[src/rtl/simmem_pkg.sv]
// Shared widths for the simulated-memory write-response path.
// Consumed as parameter defaults by the release scheduler.
package simmem_pkg;

  localparam int WriteRespBankAddrWidth = 4;
  localparam int DelayWidth             = 6;

endpackage

[src/rtl/simmem_release_scheduler.sv]
// Holds identifiers for a programmed delay, then releases expired ones.
// Ports: clk_i/rst_ni, in (id, delay, valid/ready), out (id, valid/ready), occupancy.
module simmem_release_scheduler #(
  parameter int NumSlots   = 8,
  parameter int IdWidth    = simmem_pkg::WriteRespBankAddrWidth,
  parameter int DelayWidth = simmem_pkg::DelayWidth
) (
  input  logic                        clk_i,
  input  logic                        rst_ni,
  input  logic [IdWidth-1:0]          local_identifier_i,
  input  logic [DelayWidth-1:0]       delay_i,
  input  logic                        in_valid_i,
  output logic                        in_ready_o,
  output logic [IdWidth-1:0]          local_identifier_o,
  output logic                        out_valid_o,
  input  logic                        out_ready_i,
  output logic [$clog2(NumSlots):0]   occupancy_o
);

  localparam int SlotW = $clog2(NumSlots);
  localparam int OccW  = SlotW + 1;

  logic [NumSlots-1:0]   r_occ;
  logic [IdWidth-1:0]    r_id  [NumSlots];
  logic [DelayWidth-1:0] r_cnt [NumSlots];
  logic [OccW-1:0]       r_occupancy;

  logic             w_has_free;
  logic             w_has_exp;
  logic [SlotW-1:0] w_free_idx;
  logic [SlotW-1:0] w_rel_idx;
  logic             w_accept;
  logic             w_release;

  // Descending scan: the last hit is the lowest index.
  always_comb begin
    w_has_free = 1'b0;
    w_free_idx = '0;
    w_has_exp  = 1'b0;
    w_rel_idx  = '0;
    for (int i = NumSlots - 1; i >= 0; i--) begin
      if (!r_occ[i]) begin
        w_has_free = 1'b1;
        w_free_idx = SlotW'(i);
      end
      if (r_occ[i] && (r_cnt[i] == '0)) begin
        w_has_exp = 1'b1;
        w_rel_idx = SlotW'(i);
      end
    end
  end

  assign in_ready_o         = w_has_free;
  assign out_valid_o        = w_has_exp;
  assign local_identifier_o = w_has_exp ? r_id[w_rel_idx] : '0;
  assign occupancy_o        = r_occupancy;

  assign w_accept  = in_valid_i & w_has_free;
  assign w_release = w_has_exp & out_ready_i;

  // The accepted slot was free at cycle start, so it never collides
  // with the released slot.
  always_ff @(posedge clk_i or negedge rst_ni) begin
    if (!rst_ni) begin
      r_occ       <= '0;
      r_occupancy <= '0;
      for (int i = 0; i < NumSlots; i++) begin
        r_id[i]  <= '0;
        r_cnt[i] <= '0;
      end
    end else begin
      for (int i = 0; i < NumSlots; i++) begin
        if (w_accept && (w_free_idx == SlotW'(i))) begin
          r_occ[i] <= 1'b1;
          r_id[i]  <= local_identifier_i;
          r_cnt[i] <= delay_i;
        end else begin
          if (w_release && (w_rel_idx == SlotW'(i))) begin
            r_occ[i] <= 1'b0;
          end
          if (r_occ[i] && (r_cnt[i] != '0)) begin
            r_cnt[i] <= r_cnt[i] - DelayWidth'(1);
          end
        end
      end
      unique case ({w_accept, w_release})
        2'b10:   r_occupancy <= r_occupancy + OccW'(1);
        2'b01:   r_occupancy <= r_occupancy - OccW'(1);
        default: r_occupancy <= r_occupancy;
      endcase
    end
  end

endmodule

[config.mk]
export PLATFORM = sky130hd
export DESIGN_NAME = simmem_release_scheduler
export DESIGN_NICKNAME = d
export VERILOG_FILES = /design/src/rtl/simmem_pkg.sv /design/src/rtl/simmem_release_scheduler.sv
export SDC_FILE = /design/constraint.sdc
export NUM_CORES = 1
export LEC_CHECK = 0
export CORE_UTILIZATION = 35
export DETAILED_ROUTE_END_ITERATION = 10
export DONT_BUFFER_PORTS = 1
export PLACE_DENSITY = 0.58
export SLEW_MARGIN = 20
export SYNTH_ARGS = -nofsm -noshare
export SYNTH_HDL_FRONTEND = slang
export SYNTH_SLANG_ARGS = --single-unit
[constraint.sdc]
create_clock -name clk_i -period 7.5 [get_ports clk_i]
set_input_delay 1.5 -clock clk_i [delete_from_list [all_inputs] [get_ports clk_i]]
set_output_delay 1.5 -clock clk_i [all_outputs]
set_load 0.005 [all_outputs]
==> reports/results.tsv <==
metric	value	unit
worstSetupStartpointType	flip-flop	
synthArstFlopShare	100.0	%
htreeDepth	3	
viasPerCell	5.452	
syn-cell-area	5295	um2
synth_commonest_cells	nand2_1, dfrtp_1, o21ai_0	
vias	4056	
yosysMostFrequentCell	nand2_1	
critical_path.slowest_cell	a31oi_4	
cts_resized	0	
antenna_found_initial	0	
fill_cells	1422	
arrival	2640	ps
finalClockSkew	9.865	ps
clock.fmax	241.4	MHz
status	finished with violations	
synth-warning-count	0	
synth_cell_types	68	
drt_iter0_markers	251	
synth_top_area_share	43.48	%
ys_ff_latch	92	
netlist_instances	566	
min_period_over_period	55.24	%
core_area	14640	um2
cts.sinks	92	
setup_violations	0	
min_period	4143	ps
cts.path.max_buffers	2	
drv_cap	0	
dp_cells	728	
cpPeakStageDelay	430	ps
diodes	0	
synth_fa_ha_area_share	4.395	%
grt_pass1_wl	20.27	mm
layoutNonFillerInstCount	744	
final_nets	587	
die_h	125	um
cts_tree	built	
cellLeakagePower	0.002434	uW
yosys.area.top_type	dfrtp_1	
hold_viol	0	
p_per_area	454.5	nW/um2
grt_max_degree	93	
hold_buffers	0	
clk_latency	350	ps
post_dp_cell_area	5420	um2
cts_setup_buffers	0	
slew-limit-headroom	34.71	%
wl_met1	6.050	mm
gp_congestion	0.7847	
violations	DRC	
top_layer_used	met4	
cp_max_fo	12	
final_area	5757	um2
io_buffer_count	0	
die_x	125	um
worst_setup_path_end_kind	output port	
ys.flop_type	dfrtp_1	
ys_seq_area_share	43.48	%
hp-class	reg -> reg	
synth_xor_area_share	3.804	%
synth_edf_count	0	
synth_top_family_by_area	simple AND/OR/NAND/NOR gates	
syn-num-nets	598	
synth_mux_area_share	5.128	%
drc	6	
dr_wl_met2	5.646	mm
clkTransAtPathRegs	70	ps
die-area	15630	um2
start_util	36.16	%
dp_hpwl	8.901	mm
yosys.area_share.simple	23.04	%
routedWlPerCell	16.81	um
drv_slew	0	
drive_above_1_share	11.43	%
cts_inserted_buffers	9	
io_pins	24	
rsz0062_at_grt	no	
wirelength	12.51	mm
crit_required	6000	ps
root_buffer	clkbuf_16	
wl_met3	620	um
crit_type	reg -> out	
track_usage	16.65	%
worstMarginPinSlew	971.9	ps
peakVddDrop	0.1708	mV
syn_to_final_growth	8.719	%
grt_overflow	0	
path_cells	inv_1, ha_1, nor3b_2, nand3_2, o2bb2ai_1, a31oi_4, or3_1, a21oi_1, o31ai_1	
fin_setup_tns	0	ps
firstDrtPassIters	8	
avgSynthCellArea	9.355	um2
synth_area_leaders	dfrtp_1, nand2_1, o21ai_0, ha_1, mux2_2	
synth-compound-area-share	15.83	%
rows	44	
grt_pass1_vias	3898	
ant_nets	0	
-- area by class of cell --
class | instances | area, um2 | share of cell area, %
clock buffers | 10 | 239.0 | 4.151
clock inverters | 6 | 95.09 | 1.652
inverters | 27 | 101.3 | 1.760
multi-input cells | 422 | 2766 | 48.05
flip-flops and latches | 92 | 2302 | 39.99
well taps | 184 | 230.2 | 3.999
repair buffers | 3 | 22.52 | 0.3912
-- registers in the layout, summed over array words and instances (netlist names) --
name / flops
r_id: 32
r_cnt: 48
r_occ: 8
occupancy_o: 4
-- layer usage --
layer  vias to the layer above  track usage, %
li1                       1966               -
met1                      1999           22.23
met2                        79           26.06
met3                        12           4.792
met4                         0           5.237
met5                         -               0
-- worst max-delay path, delay by kind of cell (launching register included) --
kind / cells / cell delay, ps
buf+inv: 1 / 120
compound gates: 4 / 1080
fa+ha+maj: 1 / 160
simple gates: 3 / 540
flops: 1 / 390
-- power by group --
part	total, uW	switching, uW	internal (uW)	leakage, uW
clock network	507	203	304	0.000157
logic	1150	625	523	0.00118
registers	962	216	746	0.00110
-- layout by cell type, fill, tap and decap left out, types with 3 or more instances in the layout --
master / synthesis / layout
nand4_1: 4 / 4
or3_1: 7 / 7
inv_1: 25 / 25
o31ai_1: 4 / 4
o221ai_1: 3 / 3
xor2_1: 7 / 7
nand3b_1: 6 / 6
nor2_1: 32 / 31
nand2b_1: 8 / 8
a221o_1: 18 / 18
nor3b_1: 7 / 7
ha_1: 17 / 17
o21ai_0: 52 / 52
nor3_2: 4 / 4
a32oi_1: 5 / 5
nand2_1: 112 / 112
and2_1: 5 / 5
nor2b_1: 5 / 5
nor3_1: 11 / 11
clkbuf_16: 0 / 9
dfrtp_1: 92 / 92
buf_4: 1 / 3
a21oi_1: 10 / 10
nand4b_1: 3 / 3
o21ai_1: 6 / 6
o211ai_1: 5 / 5
a21o_1: 3 / 3
mux2i_1: 8 / 8
xnor2_1: 16 / 16
mux2_2: 17 / 17
nand3_1: 8 / 8
-- cell families (layout without fill, tap and decap cells) --
| logic type | Yosys count | after routing |
|---|---|---|
| mux | 25 | 25 |
| simple gates | 236 | 236 |
| compound gates | 120 | 120 |
| xor+xnor | 23 | 23 |
| flops | 92 | 92 |
| buf+inv | 52 | 46 |
| fa+ha+maj | 18 | 18 |
-- per-stage QoR --
stage	total power, uW	setup WS, ps	hold slack [ps]	util, %
floorplan	1868	4110	440.4	-
global placement	2059	3806	458.9	37.01
detailed placement	2117	3716	459.3	37.01
CTS	2633	3339	475.5	39.29
global route	2837	3168	512.3	39.31
finish	2616	3357	474.3	39.31
-- worst paths after layout --
check	start	end	slack, ps	depth (start not counted)
worst max register to register	r_cnt[12]$_DFFE_PN0P_	occupancy_o[3]$_DFFE_PN0P_	4320	13
max in group asynchronous	rst_ni	r_cnt[33]$_DFFE_PN0P_	6440	0
worst max-delay path	r_cnt[24]$_DFFE_PN0P_	local_identifier_o[1]	3360	9
worst min-delay path	r_id[27]$_DFFE_PN0P_	r_id[27]$_DFFE_PN0P_	470	2
worst min register to register	r_id[27]$_DFFE_PN0P_	r_id[27]$_DFFE_PN0P_	470	2
min in group asynchronous	rst_ni	occupancy_o[0]$_DFFE_PN0P_	850	0
(Power assumes the default switching activity.)
